File: src/rtl/data_mem_pkg.sv
// Shared constants for the data memory sequencer: opcodes, FSM encoding,
// per-operation beat counts and the default stack pointer reset value.
package data_mem_pkg;

    localparam int ADDR_W_DEF   = 12;
    localparam int DATA_W_DEF   = 16;
    localparam int SP_RESET_DEF = 2047;

    localparam logic [2:0] OP_NOP  = 3'b000;
    localparam logic [2:0] OP_LDD  = 3'b001;
    localparam logic [2:0] OP_STD  = 3'b010;
    localparam logic [2:0] OP_PUSH = 3'b011;
    localparam logic [2:0] OP_POP  = 3'b100;
    localparam logic [2:0] OP_CALL = 3'b101;
    localparam logic [2:0] OP_RET  = 3'b110;
    localparam logic [2:0] OP_RTI  = 3'b111;

    // Internal micro-op: {is_int, op_code}
    localparam logic [3:0] UOP_LDD  = {1'b0, OP_LDD};
    localparam logic [3:0] UOP_STD  = {1'b0, OP_STD};
    localparam logic [3:0] UOP_PUSH = {1'b0, OP_PUSH};
    localparam logic [3:0] UOP_POP  = {1'b0, OP_POP};
    localparam logic [3:0] UOP_CALL = {1'b0, OP_CALL};
    localparam logic [3:0] UOP_RET  = {1'b0, OP_RET};
    localparam logic [3:0] UOP_RTI  = {1'b0, OP_RTI};
    localparam logic [3:0] UOP_INT  = 4'b1000;

    localparam logic [0:0] ST_IDLE = 1'b0;
    localparam logic [0:0] ST_BEAT = 1'b1;

    // Index of the final beat for a micro-op (beat count minus one)
    function automatic logic [1:0] last_beat(input logic [3:0] uop);
        logic [1:0] r;
        r = 2'd0;
        case (uop)
            UOP_CALL, UOP_RET: r = 2'd1;
            UOP_RTI, UOP_INT:  r = 2'd2;
            default:           r = 2'd0;
        endcase
        return r;
    endfunction

endpackage

File: src/rtl/data_mem_sequencer_stack_pointer.sv
// Stack pointer register with modulo decrement/increment and wrap detection.
module stack_pointer #(
    parameter int ADDR_W   = 12,
    parameter int SP_RESET = 2047
) (
    input  logic              clk,
    input  logic              rst,
    input  logic              push,
    input  logic              pop,
    output logic [ADDR_W-1:0] sp,
    output logic [ADDR_W-1:0] sp_plus1,
    output logic              wrap
);

    logic [ADDR_W-1:0] sp_q;
    logic [ADDR_W-1:0] sp_d;

    assign sp       = sp_q;
    assign sp_plus1 = sp_q + 1'b1;
    assign wrap     = (push && (sp_q == '0)) || (pop && (sp_q == '1));

    always_comb begin
        sp_d = sp_q;
        if (push) begin
            sp_d = sp_q - 1'b1;
        end else if (pop) begin
            sp_d = sp_plus1;
        end
    end

    always_ff @(posedge clk) begin
        if (rst) begin
            sp_q <= ADDR_W'(SP_RESET);
        end else begin
            sp_q <= sp_d;
        end
    end

endmodule

File: src/rtl/data_mem_sequencer.sv
// Multi-cycle data memory sequencer: turns LDD/STD/stack/CALL/RET/INT/RTI
// commands into single-word memory beats and returns restored state.
module data_mem_sequencer
    import data_mem_pkg::*;
#(
    parameter int ADDR_W   = ADDR_W_DEF,
    parameter int DATA_W   = DATA_W_DEF,
    parameter int SP_RESET = SP_RESET_DEF
) (
    input  logic              clk,
    input  logic              rst,
    input  logic              op_valid,
    input  logic [2:0]        op_code,
    output logic              op_ready,
    input  logic              int_req,
    output logic              int_ack,
    input  logic [ADDR_W-1:0] eff_addr,
    input  logic [DATA_W-1:0] alu_out,
    input  logic [31:0]       pc_in,
    input  logic [2:0]        ccr_in,
    input  logic [DATA_W-1:0] mem_rdata,
    output logic [ADDR_W-1:0] mem_addr,
    output logic [DATA_W-1:0] mem_wdata,
    output logic              mem_rd,
    output logic              mem_wr,
    output logic              stall,
    output logic              ld_valid,
    output logic [DATA_W-1:0] ld_data,
    output logic              pc_load,
    output logic [31:0]       pc_restore,
    output logic              ccr_load,
    output logic [2:0]        ccr_restore,
    output logic [ADDR_W-1:0] sp_out,
    output logic              stack_err
);

    logic [0:0]        state_q, state_d;
    logic [1:0]        beat_q, beat_d;
    logic [3:0]        uop_q, uop_d;
    logic [ADDR_W-1:0] addr_q, addr_d;
    logic [DATA_W-1:0] alu_q, alu_d;
    logic [31:0]       pc_q, pc_d;
    logic [2:0]        ccr_q, ccr_d;
    logic [15:0]       pc_lo_q, pc_lo_d;
    logic [2:0]        ccr_tmp_q, ccr_tmp_d;
    logic              ld_valid_q, ld_valid_d;
    logic [DATA_W-1:0] ld_data_q, ld_data_d;
    logic              pc_load_q, pc_load_d;
    logic [31:0]       pc_restore_q, pc_restore_d;
    logic              ccr_load_q, ccr_load_d;
    logic [2:0]        ccr_restore_q, ccr_restore_d;
    logic              int_ack_q, int_ack_d;
    logic              stack_err_q, stack_err_d;

    logic              idle;
    logic              last;
    logic              start;
    logic              push;
    logic              pop;
    logic              wrap;
    logic [ADDR_W-1:0] sp;
    logic [ADDR_W-1:0] sp_plus1;

    stack_pointer #(
        .ADDR_W   (ADDR_W),
        .SP_RESET (SP_RESET)
    ) u_sp (
        .clk      (clk),
        .rst      (rst),
        .push     (push),
        .pop      (pop),
        .sp       (sp),
        .sp_plus1 (sp_plus1),
        .wrap     (wrap)
    );

    assign idle        = (state_q == ST_IDLE);
    assign last        = (beat_q == last_beat(uop_q));
    assign op_ready    = idle && !int_req;
    assign stall       = !idle || int_req;
    assign int_ack     = int_ack_q;
    assign ld_valid    = ld_valid_q;
    assign ld_data     = ld_data_q;
    assign pc_load     = pc_load_q;
    assign pc_restore  = pc_restore_q;
    assign ccr_load    = ccr_load_q;
    assign ccr_restore = ccr_restore_q;
    assign sp_out      = sp;
    assign stack_err   = stack_err_q;

    // Beat decode: memory strobes and SP moves come straight from state
    always_comb begin
        mem_rd    = 1'b0;
        mem_wr    = 1'b0;
        mem_addr  = sp;
        mem_wdata = '0;
        push      = 1'b0;
        pop       = 1'b0;
        if (!idle) begin
            case (uop_q)
                UOP_LDD: begin
                    mem_rd   = 1'b1;
                    mem_addr = addr_q;
                end
                UOP_STD: begin
                    mem_wr    = 1'b1;
                    mem_addr  = addr_q;
                    mem_wdata = alu_q;
                end
                UOP_PUSH: begin
                    push      = 1'b1;
                    mem_wdata = alu_q;
                end
                UOP_CALL: begin
                    push      = 1'b1;
                    mem_wdata = (beat_q == 2'd0) ? DATA_W'(pc_q[31:16])
                                                 : DATA_W'(pc_q[15:0]);
                end
                UOP_INT: begin
                    push = 1'b1;
                    case (beat_q)
                        2'd0:    mem_wdata = DATA_W'(pc_q[31:16]);
                        2'd1:    mem_wdata = DATA_W'(pc_q[15:0]);
                        default: mem_wdata = DATA_W'(ccr_q);
                    endcase
                end
                UOP_POP, UOP_RET, UOP_RTI: pop = 1'b1;
                default: ;
            endcase
        end
        if (push) begin
            mem_wr   = 1'b1;
            mem_addr = sp;
        end
        if (pop) begin
            mem_rd   = 1'b1;
            mem_addr = sp_plus1;
        end
    end

    always_comb begin
        state_d       = state_q;
        beat_d        = beat_q;
        uop_d         = uop_q;
        addr_d        = addr_q;
        alu_d         = alu_q;
        pc_d          = pc_q;
        ccr_d         = ccr_q;
        pc_lo_d       = pc_lo_q;
        ccr_tmp_d     = ccr_tmp_q;
        ld_data_d     = ld_data_q;
        pc_restore_d  = pc_restore_q;
        ccr_restore_d = ccr_restore_q;
        ld_valid_d    = 1'b0;
        pc_load_d     = 1'b0;
        ccr_load_d    = 1'b0;
        int_ack_d     = 1'b0;
        start         = 1'b0;
        stack_err_d   = stack_err_q || wrap;
        if (idle) begin
            if (int_req) begin
                uop_d     = UOP_INT;
                int_ack_d = 1'b1;
                start     = 1'b1;
            end else if (op_valid && (op_code != OP_NOP)) begin
                uop_d = {1'b0, op_code};
                start = 1'b1;
            end
            if (start) begin
                state_d = ST_BEAT;
                beat_d  = 2'd0;
                addr_d  = eff_addr;
                alu_d   = alu_out;
                pc_d    = pc_in;
                ccr_d   = ccr_in;
            end
        end else begin
            beat_d = beat_q + 2'd1;
            if (last) begin
                state_d = ST_IDLE;
            end
            // Pops return low PC half before high; RTI pops CCR first
            case (uop_q)
                UOP_LDD, UOP_POP: begin
                    ld_valid_d = 1'b1;
                    ld_data_d  = mem_rdata;
                end
                UOP_RET, UOP_RTI: begin
                    if (last) begin
                        pc_load_d    = 1'b1;
                        pc_restore_d = {mem_rdata[15:0], pc_lo_q};
                        if (uop_q == UOP_RTI) begin
                            ccr_load_d    = 1'b1;
                            ccr_restore_d = ccr_tmp_q;
                        end
                    end else if ((uop_q == UOP_RTI) && (beat_q == 2'd0)) begin
                        ccr_tmp_d = mem_rdata[2:0];
                    end else begin
                        pc_lo_d = mem_rdata[15:0];
                    end
                end
                default: ;
            endcase
        end
    end

    always_ff @(posedge clk) begin
        if (rst) begin
            state_q       <= ST_IDLE;
            beat_q        <= 2'd0;
            uop_q         <= 4'd0;
            addr_q        <= '0;
            alu_q         <= '0;
            pc_q          <= 32'd0;
            ccr_q         <= 3'd0;
            pc_lo_q       <= 16'd0;
            ccr_tmp_q     <= 3'd0;
            ld_valid_q    <= 1'b0;
            ld_data_q     <= '0;
            pc_load_q     <= 1'b0;
            pc_restore_q  <= 32'd0;
            ccr_load_q    <= 1'b0;
            ccr_restore_q <= 3'd0;
            int_ack_q     <= 1'b0;
            stack_err_q   <= 1'b0;
        end else begin
            state_q       <= state_d;
            beat_q        <= beat_d;
            uop_q         <= uop_d;
            addr_q        <= addr_d;
            alu_q         <= alu_d;
            pc_q          <= pc_d;
            ccr_q         <= ccr_d;
            pc_lo_q       <= pc_lo_d;
            ccr_tmp_q     <= ccr_tmp_d;
            ld_valid_q    <= ld_valid_d;
            ld_data_q     <= ld_data_d;
            pc_load_q     <= pc_load_d;
            pc_restore_q  <= pc_restore_d;
            ccr_load_q    <= ccr_load_d;
            ccr_restore_q <= ccr_restore_d;
            int_ack_q     <= int_ack_d;
            stack_err_q   <= stack_err_d;
        end
    end

endmodule

File: config.mk
export PLATFORM = sky130hd
export DESIGN_NAME = data_mem_sequencer
export DESIGN_NICKNAME = d
export VERILOG_FILES = /design/src/rtl/data_mem_pkg.sv /design/src/rtl/data_mem_sequencer_stack_pointer.sv /design/src/rtl/data_mem_sequencer.sv
export SDC_FILE = /design/constraint.sdc
export NUM_CORES = 1
export LEC_CHECK = 0
export ABC_CLOCK_PERIOD_IN_PS = 4100
export BUFFER_PORTS_ARGS = -buffer_cell sky130_fd_sc_hd__buf_2
export CORE_AREA = 2 2 141 102
export DETAILED_ROUTE_END_ITERATION = 10
export DIE_AREA = 0 0 143 104
export PLACE_DENSITY = 0.81
export SLEW_MARGIN = 40
export SYNTH_ARGS = -nofsm -noshare
export SYNTH_HDL_FRONTEND = slang
export SYNTH_HIERARCHICAL = 1
export SYNTH_SLANG_ARGS = --single-unit
File: constraint.sdc
create_clock -name clk -period 4.1 [get_ports clk]
set_input_delay 0.41 -clock clk [delete_from_list [all_inputs] [get_ports clk]]
set_output_delay 0.41 -clock clk [all_outputs]
set_load 0.01 [all_outputs]
==> out/results.ini, run 1 <==
[critical_path]
cp_data_required_time_ps = 3690
cp_slowest_stage_delay_ps = 720
cp_slowest_cell = dfxtp_1
critPathKind = flip-flop to output pin
critPathCaptureType = output pin
cp_cell_sequence = nand2b_1 -> or3_1 -> mux2i_1 -> o21ai_0 -> buf_2
cp.arrival_ps = 2730
cp_max_fo = 16
start_kind = flip-flop

[synthesis]
yosysTopAreaCell = dfxtp_1
yosys.area_share.simple_pct = 20.9
synth_fa_ha_area_share_pct = 0.854
ys_top_cells_by_area = dfxtp_1 (43%), mux2i_1 (13%), nand2_1 (9.0%)
synth_top_family_by_area = simple AND/OR/NAND/NOR gates
synth_edf_count = 0
synth_compound_area_share_pct = 14.5
synthArstFlopShare_pct = 0
avgSynthCellArea_um2 = 8.39
netlist_area_um2 = 7320
synth-seq-cells = 157
yosysSeqAreaShare_pct = 42.9
syn-num-nets = 964
syn_inst = 873
yosys.area.top_type_share_pct = 42.9
synth_mux_area_share_pct = 13.9
synth_cell_types = 57
yosysWarnings = 6
synthFlopType = dfxtp_1
synth_xor_area_share_pct = 2.03

[finish]
area_growth_pct = 22.1
drive_above_1_share_pct = 23.9
antenna_cells = 0
fin_cells = 1221
nets = 1109

[die]
die_width_um = 143
die_y_um = 104
dieArea_um2 = 14900
rows = 36
core_region_area_um2 = 13600
io_pins = 186
initial_core_util_pct = 54.0

[placement]
dpl.hpwl_um = 13300
gp_congestion = 0.900
dp.cells = 1189
portBuffers = 185

[sta]
tightest_slew_ps = 856
skew_ps = 15.9
maxClockFrequency_mhz = 319
drv_slew = 0
rsz0062_at_grt = false
finalSetupViolCount = 0
finalHoldViolCount = 0
relSlewSlack_pct = 42.8
min_period_over_period_pct = 76.6
period_needed_ps = 3140
hold_ws_ps = 218
tns_ps = 0

[cts]
cts_tree = yes
cts_max_level = 4
post_cts_buffers = 0
clkTransAtPathRegs_ps = 70
cts_hold_buffers = 0
clockBufferDepth = 2
clock_sinks = 157
clk_latency_ps = 430
cts_buffers = 17
root_buffer = clkbuf_16
cts_resized = 0

[min_path]
hold_class = input pin to flip-flop

[power]
total_switching_power_w = 0.00110
p_int_w = 0.00261
power.density_nw_per_um2 = 416
vdd_drop_max_mv = 0.392
p_seq_share_pct = 44.6
pwr-share-comb_pct = 12.8
swShare_pct = 29.7
leakage_nw = 4.27
pwr-share-clk_pct = 42.6

[detailed_routing]
dr.first_iter.drc_count = 703
drt-vias-per-instance = 5.42
drt-wirelength-per-cell_um = 15.5
ant_nets = 0
drcViolationCount = 0
drt_pass1_iterations = 6
vias = 6619
routed_wl_um = 18900

[global_routing]
antenna_found_initial = 0
grtUsageTotal_pct = 25.6
first_global_vias = 6047
grt_pass1_wl_um = 30700
overflow = 0
grt_max_degree = 108

[job]
drv_cap = 0

[status]
status = complete, no violations

## logic make-up (layout without fill, tap and decap cells)
family,count (synthesis),after routing
simple gates,343,343
buf+inv,83,241
fa+ha+maj,5,5
xor+xnor,17,17
compound gates,167,167
flops,157,157
mux,101,101
## final cells by class
| type | instances | area, um^2 |
|---|---|---|
| tap | 190 | 238 |
| sequential | 157 | 3140 |
| fill | 1116 | 4620 |
| clock inverter | 15 | 193 |
| timing repair buffer | 198 | 1040 |
| inverter | 11 | 41.3 |
| multi-input combinational | 633 | 3860 |
| clock buffer | 17 | 425 |
## stage by stage
step | utilization, % | cell area [um^2] | setup slack [ps] | total power, W
after floorplan | - | 7320 | 1340 | 0.00200
after global placement | 61.1 | 8280 | 1170 | 0.00214
after detailed placement | 61.4 | 8320 | 1050 | 0.00216
after CTS | 65.9 | 8940 | 936 | 0.00374
after global routing | 65.9 | 8940 | 794 | 0.00387
final | 65.9 | 8940 | 960 | 0.00372
## critical path, delay by kind of cell (launching register included)
kind,cells,cell delay [ps]
flip-flops,1,720
buffers and inverters,1,180
AO/OA/AOI/OAI,1,240
AND/OR/NAND/NOR,2,960
multiplexers,1,210
## Yosys cell counts (all sizes together) (3+ instances only)
master    n
nor2     82
ha        5
nor3      9
a22o      3
a222oi    3
xor2      4
or2       3
nor2b     6
nand2   175
buf      18
dfxtp   157
o21a      3
clkbuf   54
nand2b   40
mux2i    97
o21ai    21
a22oi    18
or3       3
nand3     6
nor4      3
o32a     13
a31oi     3
and2      3
inv      11
mux2      4
a21oi    84
xnor2    13
## path summary, 6_finish.rpt
| check | from | slack [ps] | to | depth (start not counted) |
|---|---|---|---|---|
| setup reg to reg | uop_q[0] | 1000 | u_sp/sp[5] | 7 |
| setup / recovery | state_q | 960 | mem_addr[2] | 5 |
| hold / removal | alu_out[6] | 220 | alu_q[6] | 3 |
| hold reg to reg | addr_q[1] | 460 | addr_q[1] | 2 |
## per-layer routing
| metal | GRT usage (%) | part of all wire, % |
|---|---|---|
| met5 | 0 | 0 |
| met1 | 37.3 | 47 |
| met3 | 6.22 | 7.5 |
| met2 | 37.2 | 44 |
| met4 | 7.71 | 1.6 |
## cells in the final DEF, fill, tap and decap left out, drive strengths merged, types with 4 or more instances in the layout
cell type	instances
xor2	4
clkbuf	17
nor3	9
xnor2	13
clkinv	10
o21ai	21
nand2b	40
nor2b	6
buf	198
ha	5
nor2	82
mux2	4
nand2	175
a22oi	18
nand3	6
a21oi	84
mux2i	97
inv	15
dfxtp	157
o32a	13
## flip-flops by register name, indices dropped and copies added, names as in the netlist, 2 cells and up
| signal | count |
|---|---|
| ccr_q | 3 |
| u_sp/sp | 12 |
| uop_q | 4 |
| ccr_tmp_q | 3 |
| pc_q | 32 |
| alu_q | 16 |
| ccr_restore | 3 |
| pc_lo_q | 16 |
| addr_q | 12 |
| beat_q | 2 |
| ld_data | 16 |
| pc_restore | 32 |
## power by group through the flow
stage	Combinational, W	Clock (W)	Sequential, W
final	0.000476	0.00158	0.00166
after global placement	0.000453	0	0.00169
after global routing	0.000527	0.00168	0.00167
after floorplan	0.000338	0	0.00166
after detailed placement	0.000473	0	0.00169
after CTS	0.000475	0.00160	0.00166
No activity file was read; power rests on OpenSTA's default activity.
==> run 2, diff against run 1 <==
--- a/config.mk
+++ b/config.mk
@@ -5,12 +5,12 @@
 export SDC_FILE = /design/constraint.sdc
 export NUM_CORES = 1
 export LEC_CHECK = 0
-export ABC_CLOCK_PERIOD_IN_PS = 4100
+export ABC_CLOCK_PERIOD_IN_PS = 3100
 export BUFFER_PORTS_ARGS = -buffer_cell sky130_fd_sc_hd__buf_2
-export CORE_AREA = 2 2 141 102
+export CORE_AREA = 2 2 144 104
 export DETAILED_ROUTE_END_ITERATION = 10
-export DIE_AREA = 0 0 143 104
-export PLACE_DENSITY = 0.81
+export DIE_AREA = 0 0 146 106
+export PLACE_DENSITY = 0.79
 export SLEW_MARGIN = 40
 export SYNTH_ARGS = -nofsm -noshare
 export SYNTH_HDL_FRONTEND = slang
==> constraint.sdc (replaced) <==
create_clock -name clk -period 3.1 [get_ports clk]
set_input_delay 0.31 -clock clk [delete_from_list [all_inputs] [get_ports clk]]
set_output_delay 0.31 -clock clk [all_outputs]
set_load 0.01 [all_outputs]
==> out/results.ini, run 2 (synthesized netlist as in run 1, its figures left out) <==
[die]
die_y_um = 106  ; +1.9%
dieArea_um2 = 15500  ; +4.1%
core_region_area_um2 = 14300  ; +5.2%
die_width_um = 146  ; +2.1%
rows = 37  ; +2.8%
initial_core_util_pct = 51.4  ; -2.7 points
io_pins = 186  ; unchanged

[critical_path]
cp_data_required_time_ps = 2790  ; -900 ps
critPathKind = flip-flop to output pin
critPathLaunch = uop_q[2]
start_kind = flip-flop
rr_endpoint = u_sp/sp[5]
rrSetupSlack_ps = 480  ; -520 ps
crit_path_end = mem_wdata[0]
cp_max_fo = 15  ; -1
cp.arrival_ps = 2570  ; -160 ps
r2r_cells = 7  ; unchanged
critPathCaptureType = output pin
reg2reg_from = uop_q[0]

[sta]
maxClockFrequency_mhz = 347
setup_ws_ps = 217  ; -743 ps
tns_ps = 0  ; unchanged
relSlewSlack_pct = 47.5  ; +4.8 points
rsz0062_at_grt = false
finalSetupViolCount = 0  ; unchanged
tightest_slew_ps = 782  ; -74.4 ps
min_period_over_period_pct = 93.0
finalHoldViolCount = 0  ; unchanged
period_needed_ps = 2880
drv_slew = 0  ; unchanged
skew_ps = 18.9  ; +2.94 ps

[cts]
root_buffer = clkbuf_16
cts_tree = yes
cts_buffers = 17  ; unchanged
cts_resized = 0  ; unchanged
clk_latency_ps = 430  ; about the same
clkTransAtPathRegs_ps = 70  ; about the same
cts_max_level = 4  ; unchanged
post_cts_buffers = 0  ; unchanged
clockBufferDepth = 2  ; unchanged
clock_sinks = 157  ; unchanged
cts_hold_buffers = 0  ; unchanged

[finish]
drive_above_1_share_pct = 24.4  ; +0.51 points
fin_cells = 1233  ; +0.98%
layout_commonest_cell = buf_2
layout.cells.most_common_list = buf_2 (184), nand2_1 (175), dfxtp_1 (157)
antenna_cells = 0  ; unchanged
nets = 1116  ; +0.63%
area_growth_pct = 23.2

[global_routing]
grt_pass1_wl_um = 30700  ; about the same
grtUsageTotal_pct = 24.3  ; -1.2 points
overflow = 0  ; unchanged
grt_max_degree = 72  ; -33%
first_global_vias = 6026  ; -0.35%
antenna_found_initial = 0  ; unchanged

[placement]
preCtsSetupSlack_ps = 515  ; -535 ps
portBuffers = 185  ; unchanged
dp.cells = 1201  ; +1.0%
gp_congestion = 0.854  ; -5.2%
dpl.hpwl_um = 13300  ; +0.14%

[power]
leakage_nw = 4.32  ; +1.1%
p_seq_share_pct = 44.2  ; -0.4 points
p_int_w = 0.00347  ; +33%
pwr-share-comb_pct = 13.4  ; +0.6 points
power.density_nw_per_um2 = 547  ; +32%
total_power_w = 0.00494  ; +33%
vdd_drop_max_mv = 0.403  ; +2.7%
total_switching_power_w = 0.00147  ; +33%
pwr-share-clk_pct = 42.3  ; -0.3 points
swShare_pct = 29.7  ; -0.033 points

[status]
status = complete, no violations

[min_path]
hold_depth = 3  ; unchanged
hold_class = input pin to flip-flop

[detailed_routing]
ant_nets = 0  ; unchanged
routed_wl_um = 19200  ; +1.3%
vias = 6715  ; +1.5%
drt-vias-per-instance = 5.45  ; +0.46%
dr.first_iter.drc_count = 517  ; -26%
drt-wirelength-per-cell_um = 15.5  ; +0.30%
drt_pass1_iterations = 5  ; -1
drcViolationCount = 0  ; unchanged

[job]
drv_cap = 0  ; unchanged

## run 2: cell types whose count changed in the layout (fill, tap and decap cells not counted), sizes merged
cell / before / now
inv: 15 / 16
buf: 198 / 205
clkinv: 10 / 9
## run 2: layer usage
| layer | share of wire [%] | track usage [%] | wire length, um | up-vias |
|---|---|---|---|---|
| met5 | 0 | 0 | 0 | - |
| met4 | 1.7 | 7.70 | 329 | 0 |
| met3 | 8.2 | 5.67 | 1570 | 27 |
| met2 | 43 | 36.2 | 8190 | 254 |
| met1 | 47 | 35.0 | 9070 | 3144 |
| li1 | - | - | - | 3290 |
## run 2: layout make-up
cell class	instances	area [um^2]
repair buffers	205	1130
clock inverters	15	188
inverters	11	41.3
flip-flops and latches	157	3140
clock buffers	17	425
fillers	1279	5240
well taps	195	244
multi-input cells	633	3850
## run 2: worst max-delay path, stage by stage (launching register included)
cell and delay, ps:
dfxtp_1 630, inv_1 180, nand2_1 140, a21oi_1 70, o21ai_1 630, buf_4 290, nor2_1 60, buf_2 150
## run 2: power groups by stage
| stage | Clock (W) | Sequential [W] | Combinational, W |
|---|---|---|---|
| final | 0.00209 | 0.00218 | 0.000664 |
| after detailed placement | 0 | 0.00223 | 0.000656 |
| after global routing | 0.00220 | 0.00219 | 0.000733 |
| after floorplan | 0 | 0.00220 | 0.000447 |
| after global placement | 0 | 0.00222 | 0.000645 |
| after CTS | 0.00211 | 0.00218 | 0.000660 |
## run 2: how the worst min path moves through the flow
stage,endpoint,start
6_report,alu_q[5],alu_out[5]
4_1_cts,alu_q[5],alu_out[5]
2_1_floorplan,addr_q[0],addr_q[0]
5_1_grt,alu_q[10],alu_out[10]
3_5_place_dp,addr_q[2],addr_q[2]
3_3_place_gp,addr_q[3],addr_q[3]
## run 2: stage by stage
stage / utilization, % / hold WS (ps) / cell area (um^2)
after detailed placement: 59.0 / 446 / 8410
after global routing: 63.3 / 110 / 9020
after CTS: 63.3 / 105 / 9020
after floorplan: - / 436 / 7320
after global placement: 59.0 / 443 / 8410
final: 63.3 / 108 / 9020
